## src/rtl/uart_pkg.sv

```systemverilog
// rtl/uart_pkg.sv - register map, STATUS bit positions and FSM states for uart_fifo_periph
package uart_pkg;
  localparam logic [1:0] REG_DATA   = 2'd0;
  localparam logic [1:0] REG_STATUS = 2'd1;
  localparam logic [1:0] REG_CTRL   = 2'd2;
  localparam logic [1:0] REG_BAUD   = 2'd3;

  localparam int ST_TX_FULL  = 0;
  localparam int ST_TX_EMPTY = 1;
  localparam int ST_RX_EMPTY = 2;
  localparam int ST_RX_FULL  = 3;
  localparam int ST_TX_BUSY  = 4;
  localparam int ST_RX_OVR   = 5;
  localparam int ST_FRAME    = 6;
  localparam int ST_TX_OVF   = 7;
  localparam int ST_RX_CNT   = 8;
  localparam int ST_TX_CNT   = 16;

  typedef enum logic [1:0] {TX_IDLE, TX_START, TX_DATA, TX_STOP} tx_state_t;
  typedef enum logic [1:0] {RX_IDLE, RX_START, RX_DATA, RX_STOP} rx_state_t;

  // A zero divisor would never tick; it behaves as a divisor of one.
  function automatic logic [15:0] eff_div(input logic [15:0] d);
    return (d == 16'd0) ? 16'd1 : d;
  endfunction
endpackage

```

## src/rtl/uart_sync_fifo.sv

```systemverilog
// rtl/uart_sync_fifo.sv - single-clock FIFO with show-ahead head, used for TX and RX queues
module uart_sync_fifo #(
  parameter int WIDTH = 8,
  parameter int DEPTH = 16
) (
  input  logic                     clk,
  input  logic                     rst,
  input  logic                     push,
  input  logic [WIDTH-1:0]         push_data,
  input  logic                     pop,
  output logic                     full,
  output logic                     empty,
  output logic [$clog2(DEPTH):0]   count,
  output logic [WIDTH-1:0]         head
);
  localparam int AW = $clog2(DEPTH);
  localparam logic [AW:0]   CNT_FULL = (AW+1)'(DEPTH);
  localparam logic [AW:0]   CNT_ONE  = (AW+1)'(1);
  localparam logic [AW-1:0] PTR_ONE  = AW'(1);

  logic [WIDTH-1:0] mem [DEPTH];
  logic [AW-1:0]    wr_ptr;
  logic [AW-1:0]    rd_ptr;
  logic             do_push;
  logic             do_pop;

  // A pop on a full FIFO frees the slot for a push in the same cycle.
  assign do_pop  = pop && !empty;
  assign do_push = push && (!full || do_pop);
  assign full    = (count == CNT_FULL);
  assign empty   = (count == '0);
  assign head    = mem[rd_ptr];

  always_ff @(posedge clk) begin
    if (do_push) mem[wr_ptr] <= push_data;
  end

  always_ff @(posedge clk or posedge rst) begin
    if (rst) begin
      wr_ptr <= '0;
      rd_ptr <= '0;
      count  <= '0;
    end else begin
      if (do_push) wr_ptr <= wr_ptr + PTR_ONE;
      if (do_pop)  rd_ptr <= rd_ptr + PTR_ONE;
      case ({do_push, do_pop})
        2'b10:   count <= count + CNT_ONE;
        2'b01:   count <= count - CNT_ONE;
        default: count <= count;
      endcase
    end
  end
endmodule

```

## src/rtl/uart_fifo_periph.sv

```systemverilog
// rtl/uart_fifo_periph.sv - memory-mapped 8N1 UART with TX/RX FIFOs, baud divisor and interrupts
module uart_fifo_periph
  import uart_pkg::*;
#(
  parameter int TX_DEPTH   = 16,
  parameter int RX_DEPTH   = 16,
  parameter int BAUD_RESET = 27
) (
  input  logic        clk,
  input  logic        rst,
  input  logic [7:0]  addrIn,
  input  logic [7:0]  addrOut,
  input  logic [3:0]  sizeDecode,
  input  logic [31:0] dataIn,
  input  logic        readEn,
  output logic [31:0] dataOut,
  output logic        IRQ,
  output logic        TXD,
  input  logic        RXD
);
  localparam int TCW = $clog2(TX_DEPTH) + 1;
  localparam int RCW = $clog2(RX_DEPTH) + 1;

  logic [3:0]  ctrl;
  logic [15:0] baud;
  logic [15:0] baud_cnt;
  logic        tick;
  logic        wr_data, wr_status, wr_ctrl, wr_baud;

  logic           tx_full, tx_empty, tx_pop;
  logic [TCW-1:0] tx_count;
  logic [7:0]     tx_head;
  logic           rx_full, rx_empty, rx_pop, rx_push;
  logic [RCW-1:0] rx_count;
  logic [7:0]     rx_head;

  tx_state_t   tx_state;
  logic [3:0]  tx_tick_cnt;
  logic [2:0]  tx_bit_idx;
  logic [7:0]  tx_shift;
  logic        tx_bit_end;
  logic        tx_busy;

  rx_state_t   rx_state;
  logic [3:0]  rx_tick_cnt;
  logic [2:0]  rx_bit_idx;
  logic [7:0]  rx_shift;
  logic        rxd_meta, rxd_sync, rxd_prev;
  logic        rx_fall, rx_stop_end, rx_frame_bad;

  logic        rx_overrun, frame_err, tx_overflow;
  logic [31:0] status;
  logic [31:0] rd_data;
  logic        unused_bits;

  assign unused_bits = ^{addrIn[7:4], addrIn[1:0], addrOut[7:4], addrOut[1:0], dataIn[31:16]};

  assign wr_data   = sizeDecode[0] && (addrIn[3:2] == REG_DATA);
  assign wr_status = sizeDecode[0] && (addrIn[3:2] == REG_STATUS);
  assign wr_ctrl   = sizeDecode[0] && (addrIn[3:2] == REG_CTRL);
  assign wr_baud   = (|sizeDecode) && (addrIn[3:2] == REG_BAUD);

  always_ff @(posedge clk or posedge rst) begin
    if (rst) begin
      ctrl <= 4'h3;
      baud <= 16'(BAUD_RESET);
    end else begin
      if (wr_ctrl) ctrl <= dataIn[3:0];
      if (wr_baud && sizeDecode[0]) baud[7:0]  <= dataIn[7:0];
      if (wr_baud && sizeDecode[1]) baud[15:8] <= dataIn[15:8];
    end
  end

  assign tick = (baud_cnt == eff_div(baud) - 16'd1);

  always_ff @(posedge clk or posedge rst) begin
    if (rst)                  baud_cnt <= '0;
    else if (wr_baud || tick) baud_cnt <= '0;
    else                      baud_cnt <= baud_cnt + 16'd1;
  end

  uart_sync_fifo #(.WIDTH(8), .DEPTH(TX_DEPTH)) u_tx_fifo (
    .clk(clk), .rst(rst), .push(wr_data), .push_data(dataIn[7:0]), .pop(tx_pop),
    .full(tx_full), .empty(tx_empty), .count(tx_count), .head(tx_head)
  );

  uart_sync_fifo #(.WIDTH(8), .DEPTH(RX_DEPTH)) u_rx_fifo (
    .clk(clk), .rst(rst), .push(rx_push), .push_data(rx_shift), .pop(rx_pop),
    .full(rx_full), .empty(rx_empty), .count(rx_count), .head(rx_head)
  );

  // Transmitter: a new byte is taken only from IDLE or at the end of a stop bit.
  assign tx_bit_end = tick && (tx_tick_cnt == 4'd15);
  assign tx_pop     = ctrl[0] && !tx_empty &&
                      ((tx_state == TX_IDLE) || (tx_state == TX_STOP && tx_bit_end));
  assign tx_busy    = (tx_state != TX_IDLE);

  always_ff @(posedge clk or posedge rst) begin
    if (rst) begin
      tx_state    <= TX_IDLE;
      tx_tick_cnt <= '0;
      tx_bit_idx  <= '0;
      tx_shift    <= '0;
      TXD         <= 1'b1;
    end else begin
      if (tick && tx_state != TX_IDLE) tx_tick_cnt <= tx_tick_cnt + 4'd1;
      case (tx_state)
        TX_IDLE: if (tx_pop) begin
          tx_shift    <= tx_head;
          tx_tick_cnt <= '0;
          TXD         <= 1'b0;
          tx_state    <= TX_START;
        end
        TX_START: if (tx_bit_end) begin
          TXD        <= tx_shift[0];
          tx_bit_idx <= '0;
          tx_state   <= TX_DATA;
        end
        TX_DATA: if (tx_bit_end) begin
          if (tx_bit_idx == 3'd7) begin
            TXD      <= 1'b1;
            tx_state <= TX_STOP;
          end else begin
            tx_shift   <= {1'b0, tx_shift[7:1]};
            TXD        <= tx_shift[1];
            tx_bit_idx <= tx_bit_idx + 3'd1;
          end
        end
        TX_STOP: if (tx_bit_end) begin
          if (tx_pop) begin
            tx_shift <= tx_head;
            TXD      <= 1'b0;
            tx_state <= TX_START;
          end else begin
            tx_state <= TX_IDLE;
          end
        end
        default: tx_state <= TX_IDLE;
      endcase
    end
  end

  always_ff @(posedge clk or posedge rst) begin
    if (rst) begin
      rxd_meta <= 1'b1;
      rxd_sync <= 1'b1;
      rxd_prev <= 1'b1;
    end else begin
      rxd_meta <= RXD;
      rxd_sync <= rxd_meta;
      rxd_prev <= rxd_sync;
    end
  end

  assign rx_fall      = rxd_prev && !rxd_sync;
  assign rx_stop_end  = (rx_state == RX_STOP) && tick && (rx_tick_cnt == 4'd15);
  assign rx_push      = rx_stop_end && rxd_sync;
  assign rx_frame_bad = rx_stop_end && !rxd_sync;
  assign rx_pop       = readEn && (addrOut[3:2] == REG_DATA) && !rx_empty;

  // Receiver: start bit is re-checked at its middle, later samples land mid-bit.
  always_ff @(posedge clk or posedge rst) begin
    if (rst) begin
      rx_state    <= RX_IDLE;
      rx_tick_cnt <= '0;
      rx_bit_idx  <= '0;
      rx_shift    <= '0;
    end else begin
      case (rx_state)
        RX_IDLE: if (ctrl[1] && rx_fall) begin
          rx_tick_cnt <= '0;
          rx_state    <= RX_START;
        end
        RX_START: if (tick) begin
          if (rx_tick_cnt == 4'd7) begin
            rx_tick_cnt <= '0;
            rx_bit_idx  <= '0;
            rx_state    <= rxd_sync ? RX_IDLE : RX_DATA;
          end else begin
            rx_tick_cnt <= rx_tick_cnt + 4'd1;
          end
        end
        RX_DATA: if (tick) begin
          rx_tick_cnt <= rx_tick_cnt + 4'd1;
          if (rx_tick_cnt == 4'd15) begin
            rx_shift   <= {rxd_sync, rx_shift[7:1]};
            rx_bit_idx <= rx_bit_idx + 3'd1;
            if (rx_bit_idx == 3'd7) rx_state <= RX_STOP;
          end
        end
        RX_STOP: if (tick) begin
          rx_tick_cnt <= rx_tick_cnt + 4'd1;
          if (rx_tick_cnt == 4'd15) rx_state <= RX_IDLE;
        end
        default: rx_state <= RX_IDLE;
      endcase
    end
  end

  // A W1C write loses against a new error event in the same cycle.
  always_ff @(posedge clk or posedge rst) begin
    if (rst) begin
      rx_overrun  <= 1'b0;
      frame_err   <= 1'b0;
      tx_overflow <= 1'b0;
    end else begin
      rx_overrun  <= (rx_overrun && !(wr_status && dataIn[ST_RX_OVR])) ||
                     (rx_push && rx_full && !rx_pop);
      frame_err   <= (frame_err && !(wr_status && dataIn[ST_FRAME])) || rx_frame_bad;
      tx_overflow <= (tx_overflow && !(wr_status && dataIn[ST_TX_OVF])) ||
                     (wr_data && tx_full && !tx_pop);
    end
  end

  always_comb begin
    status = '0;
    status[ST_TX_FULL]  = tx_full;
    status[ST_TX_EMPTY] = tx_empty;
    status[ST_RX_EMPTY] = rx_empty;
    status[ST_RX_FULL]  = rx_full;
    status[ST_TX_BUSY]  = tx_busy;
    status[ST_RX_OVR]   = rx_overrun;
    status[ST_FRAME]    = frame_err;
    status[ST_TX_OVF]   = tx_overflow;
    status[ST_RX_CNT +: 8] = 8'(rx_count);
    status[ST_TX_CNT +: 8] = 8'(tx_count);
    rd_data = '0;
    case (addrOut[3:2])
      REG_DATA:   if (!rx_empty) rd_data[7:0] = rx_head;
      REG_STATUS: rd_data = status;
      REG_CTRL:   rd_data[3:0] = ctrl;
      REG_BAUD:   rd_data[15:0] = baud;
      default:    rd_data = '0;
    endcase
  end

  always_ff @(posedge clk or posedge rst) begin
    if (rst) begin
      dataOut <= '0;
      IRQ     <= 1'b0;
    end else begin
      dataOut <= rd_data;
      IRQ     <= (ctrl[2] && !rx_empty) || (ctrl[3] && tx_empty && !tx_busy);
    end
  end
endmodule

```

## config.mk

```make
export PLATFORM = sky130hd
export DESIGN_NAME = uart_fifo_periph
export DESIGN_NICKNAME = d
export VERILOG_FILES = /design/src/rtl/uart_pkg.sv /design/src/rtl/uart_sync_fifo.sv /design/src/rtl/uart_fifo_periph.sv
export SDC_FILE = /design/constraint.sdc
export NUM_CORES = 1
export LEC_CHECK = 0
export CAP_MARGIN = 20
export CORE_ASPECT_RATIO = 0.7
export CORE_MARGIN = 5
export CORE_UTILIZATION = 55
export CTS_CLUSTER_DIAMETER = 120
export CTS_CLUSTER_SIZE = 14
export DETAILED_ROUTE_END_ITERATION = 7
export GPL_TIMING_DRIVEN = 0
export PLACE_DENSITY = 0.74
export SLEW_MARGIN = 20
export SYNTH_ARGS = -nofsm -noshare
export SYNTH_HDL_FRONTEND = slang
export SYNTH_SLANG_ARGS = --single-unit
```

## constraint.sdc

```tcl
create_clock -name clk -period 13.2 [get_ports clk]
set_clock_uncertainty 0.05 [all_clocks]
set_input_delay 3.3 -clock clk [delete_from_list [all_inputs] [get_ports clk]]
set_output_delay 3.3 -clock clk [all_outputs]
set_load 0.01 [all_outputs]
```

* Yosys cells after proc, flatten, opt, wreduce, memory -nomap -nowiden
Memory sizes are Yosys's and may differ from the RTL's. Cells that the tools add are included.
Word-level totals: bits in registers 136, latch bits 0, bits in writable memories 256, ROM bits 0, input port bits 56, output and inout bits 34, word-level logic and storage cells 218, memories 2
Cells by class: add/sub/neg operators 14, multiply operators 0, divide/modulo/power cells 0, $lt $le $gt $ge 0, equality and inequality tests 39, shift operators 0, mux-type cells 58, bitwise logic cells 0, reduce and logical (&&, ||, !) cells 78
Memory list:
- u_rx_fifo.mem | words 16, bits a word 8, rd ports 1, clocked after Yosys merged registers in 0, write ports 1, line uart_sync_fifo.sv:21 | logic [WIDTH-1:0] mem [DEPTH];
- u_tx_fifo.mem | words 16, bits a word 8, rd ports 1, clocked after Yosys merged registers in 0, write ports 1, line uart_sync_fifo.sv:21
Operators by type and width (number):
- $mux W8 | 5
- $logic_and A1 B1 Y1 | 36
- $mux W16 | 2
- $mux W2 | 14
- $mux W4 | 7
- $ne A2 B2 Y1 const B | 13
- $add A4 B1 Y4 const B | 6
- $pmux W4 S3 | 2
- $pmux W8 S3 | 1
- $mux W3 | 7
- $eq A2 B2 Y1 const B | 10
- $pmux W5 S2 | 2
- $add A16 B1 Y16 const B | 1
- $eq A16 B16 Y1 | 1
- $logic_not A16 Y1 | 1
- $pmux W2 S4 | 2
- $pmux W4 S4 | 1
- $pmux W8 S2 | 1
- $sub A16 B1 Y16 const B | 1
- $eq A2 B1 Y1 const B | 6
- $pmux W3 S2 | 2
- $logic_not A1 Y1 | 11
- $add A5 B1 Y5 const B | 2
- $eq A5 B5 Y1 const B | 2
- other kinds (20) | 53

* Depth between registers and ports, before layout
depth in word-level cells 13, depth in mapped cells 21, gate-level depth less buffers 20

* Modules after synthesis
Synthesis repeated with hierarchy kept, for this count alone.
Unflattened totals: cells, all modules 1159, area total of the unflattened synthesis 17130.2 µm²
Modules (own cells, without submodules):
- uart_sync_fifo | times used 2, cells an instance 309, area each 5816.8 µm², seq. area each 4169.0 µm²
- uart_fifo_periph | times used 1, cells an instance 541, area each 5496.5 µm², seq. area each 2489.9 µm²

* Least setup slack after synthesis
OpenSTA, ideal clock, no wires.
kind input to register, start point input addrOut[3], end point register u_rx_fifo.count[4], library setup time 0.125 ns, arrival time 5.789 ns, required time 13.025 ns, path slack 7.235 ns, stages on the path 15, path buffers 1, cell sequence nor3_1 and2_1 clkbuf_1 nor2_1 nor2_1 nand3_2 ha_1 inv_1 fa_1 inv_1 a21o_1 a21oi_1 xnor2_1 nor2_1 xor2_1
On the way: cells in the longest elaborated chain, start to end 8, elaborated cells between the ends (all ways) 10, classes of those cells 2 x eq/ne; 1 x mux; 7 x reduce/logical
RTL lines:
- start, declared | line uart_fifo_periph.sv:12 | input logic [7:0] addrOut,
- $logic_not A2 Y1 (*) | line uart_fifo_periph.sv:159 | assign rx_pop = readEn && (addrOut[3:2] == REG_DATA) && !rx_empty;
- $logic_and A1 B1 Y1 (*) (2 in a row) | line uart_fifo_periph.sv:159
- $logic_and A1 B1 Y1 (*) | line uart_sync_fifo.sv:28 | assign do_pop = pop && !empty;
- named net u_rx_fifo.do_pop | line uart_sync_fifo.sv:25 | logic do_pop;
- $logic_or A1 B1 Y1 | line uart_sync_fifo.sv:29 | assign do_push = push && (!full || do_pop);
- $logic_and A1 B1 Y1 | line uart_sync_fifo.sv:29
- $eq A2 B1 Y1 or $eq A2 B2 Y1 (tied branches) | line uart_sync_fifo.sv:46 | case ({do_push, do_pop})
- $pmux W5 S2 or $reduce_bool A2 Y1 (tied branches)
- end signal, assigned | line uart_sync_fifo.sv:47 | 2'b10: count <= count + CNT_ONE;
- end signal, assigned | line uart_sync_fifo.sv:48 | 2'b01: count <= count - CNT_ONE;
- end signal, assigned | line uart_sync_fifo.sv:49 | default: count <= count;
- end, declared | line uart_sync_fifo.sv:13 | output logic [$clog2(DEPTH):0] count,
The timed path passes the listed nets; every way through them passes the cells marked *. A chain may end at the register's enable or synchronous reset.

* Final worst setup path
Same ends and word-level chain as after synthesis.

==> impl_results.md <==
* Vias in the first global route at 9,301
* GRT Total Usage at 21.18%
* Crit Path Category: primary input to register
* Core box area at 0.03004 mm^2
* R2R depth at 14
* Placed wire-length estimate at ~24,000 um
* # Post-CTS Setup Buffers at 0
* HP Class: register to register
* Ant diodes at 0
* RSZ-0062 raised after global routing: false
* Min Clock Period, post-route at 6.657 ns
* Initial DRC count at just over 900
* EDFF count, synth at 256
* Peak Freq at 0.1502 GHz
* CP max FO at 8
* Final Net Count at 1,241
* Post-synth top cells: edfxtp_1 (256), dfrtp_1 (115), mux4_2 (77), mux2_2 (45), nor2_1 (45)
* TritonCTS clock tree: done
* Worst Min Path Start: rxd_meta
* Clock Latency Late Sink at 0.58 ns
* Drt wl/cell at 22.34 um
* Hold Path Cell Cnt at 0
* Critical path launch point type: primary input
* Post-place setup slack at between 5 and 6 ns
* Worst slew pin tran at between 1 and 1.5 ns
* Clock Sinks at ~380
* CP max stage delay at 0.82 ns
* # DRC at 0
* Final period util at 50.43%
* Slowest cell on crit path: nor3_1
* Total wire length at 35,590 um
* Outcome: finished, final reports clean
* Global route total overflow at 0
* Power per cell area at 167.0 mW/mm^2
* Delay-heaviest family, CP: simple AND/OR/NAND/NOR gates
* Reg2reg setup slack at 7.33 ns
* Setup TNS at 0 ns
* Initial Util at between 50% and 60%
* Seq/Total Area, Yosys at 64.58%
* Slew Limit Fails at 0
* Post-CTS Hold Fix Bufs at 0
* TritonCTS Buffers at 31
* Maximum VDD drop at 129.5 uV
* Die area at approximately 0.034 mm^2
* Die Ht at 156.1 um
* Area added between synthesis and finish at 12.26%
* Yosys reg bits at 381
* Final hold vios at 0
* Cells after synthesis at ~1,100
* CTS H-tree depth at 1
* Vias at 9,508
* Synth Cell Area at 0.01677 mm^2
* Post-CTS resize count at 0
* Normalized max-slew margin at ~28%
* Clk root buf: clkbuf_16
* Clk slew on worst S/H paths at 0.07 ns
* CP Cell Sequence: clkdlybuf4s50_1 -> nor3_1 -> and2_1 -> clkbuf_1 -> nor2_1 -> nor2_1 -> nand3_2 -> ha_1 -> inv_1 -> fa_1 -> inv_1 -> a21o_1 -> a21oi_1 -> xnor2_1 -> nor2_1 -> xor2_1
* Pin count of the biggest net entering global routing at 94
* Synth top area share at 45.85%
* CTS max path bufs at 3
* # rows at 53
* Final GP Congestion at a little over 0.9
* Antenna viol nets, final at 0
* Antenna violations before repair at 0
* Vias per inst at between 5 and 6
* Port bufs at 48
* Number of max-cap violations at 0
* Setup Viol. Count Final at 0
* Top_reg_cell synth: edfxtp_1
* I/O pin count at 90
* Final Worst Setup Slack at 6.543 ns
* YS warnings at 0
* Top-count cell post-synth: edfxtp_1
* Worst reg2reg endpoint: u_tx_fifo.mem[4][5]
* Critical path required time at 13.61 ns
* Cell variety after synth at 79
* WP data arrival at about 7.1 ns
* Worst Path Buf+Inv at 4
* First-pass GRT wire length at between 50,000 and 60,000 um
* CP most frequent cell: nor2_1
* Worst flop-to-flop path startpoint: baud[4]
* Synth top area cells: edfxtp_1 (46%), dfrtp_1 (17%), mux4_2 (10%), mux2_2 (3.0%), ha_1 (2.1%)
* CP Capture Type: register
* LEAKAGE at about 7 nW
* Layout cell share with drive strength beyond 1 at 19.48%
* Ys async rst share at between 30% and 40%
* End of the worst hold path: rxd_sync
* Syn Area/Cell at 15.85 um^2
* Drt first pass iters at 5
* Biggest area consumer among synthesized cells: edfxtp_1
* Die width at 218.7 um
worst max-delay path by stage:
stage                    start                 end  depth (start not counted)  slack (ns)
CTS                 addrOut[2]  u_rx_fifo.count[4]                         16        6.55
floorplan                  rst                 IRQ                          1        6.54
detailed placement  addrOut[2]  u_rx_fifo.count[4]                         16        5.94
global route        addrOut[2]  u_rx_fifo.count[4]                         16        6.23
finish              addrOut[3]  u_rx_fifo.count[4]                         16        6.54
global placement           rst         rx_shift[3]                          2        4.56
routing by layer:
metal	global-route usage [%]	routed length (um)	up-vias
li1	-	-	4219
met1	33.05	15940	4870
met2	31.48	16090	367
met3	4.210	2918	52
met4	4.513	645	0
met5	0	0	-
stage by stage:
step                      utilization, %  hold slack (ns)  std cells  power (W)  cell area, um^2
after floorplan                        -           0.2952       1068   0.002061            16800
after global placement             59.26           0.2969       1528   0.002292            17800
after detailed placement           59.66           0.3005       1535   0.002314            17920
after CTS                          62.64           0.2985       1593   0.003165            18820
after global routing               62.66           0.3049       1593   0.003295            18820
final                              62.66           0.2951       1593   0.003144            18820
where the power goes:
group / leakage [nW] / switching [W] / internal, W
logic: 2.43 / 0.000449 / 0.000400
clock network: 0.423 / 0.000405 / 0.000444
registers: 4.23 / 0.0000803 / 0.00136
total: 7.08 / 0.000935 / 0.00221
sequential cells by signal (all words and copies together) (netlist names), 2 cells and up, named ones only:
register	cells
rx_tick_cnt	4
u_tx_fifo.mem	128
tx_shift	8
tx_tick_cnt	4
baud	16
u_tx_fifo.wr_ptr	4
u_rx_fifo.count	5
u_tx_fifo.rd_ptr	4
u_rx_fifo.wr_ptr	4
rx_bit_idx	3
u_rx_fifo.mem	128
rx_shift	8
dataOut	21
tx_bit_idx	3
u_rx_fifo.rd_ptr	4
baud_cnt	16
ctrl	4
tx_state	2
u_tx_fifo.count	5
kinds of logic (layout without fill, tap and decap cells):
family | count (synthesis) | in the layout | share of synthesized area (%)
buffers and inverters | 91 | 204 | 2.410
xor gates and xnor gates | 55 | 55 | 2.873
other | 1 | 11 | 0.02236
AOI/OAI and AO/OA | 98 | 98 | 4.194
muxes | 143 | 143 | 14.83
and+or+nand+nor | 260 | 260 | 8.887
adders and majority gates | 29 | 29 | 2.209
DFF | 381 | 381 | 64.58
cell type report:
cell class / count / area, um^2
Buffer: 61 / 291.5
Clock buffer: 56 / 869.6
Clock inverter: 2 / 25.02
Fill cell: 2127 / 11220
Inverter: 30 / 120.1
Multi-Input combinational cell: 596 / 5625
Sequential cell: 381 / 10830
Tap cell: 412 / 515.5
Timing Repair Buffer: 55 / 548.0
cell usage in the layout, fill, tap and decap left out, drive strengths merged, types with 31 or more instances in the layout:
cell           instances
o21ai                 32
nand2                 40
xnor2                 31
mux2                  52
edfxtp               256
clkdlybuf4s50         48
dfrtp                115
nor2                  46
inv                   31
clkbuf                89
nand3                 33
buf                   35
mux4                  77
Power figures use the tool's default switching activity.
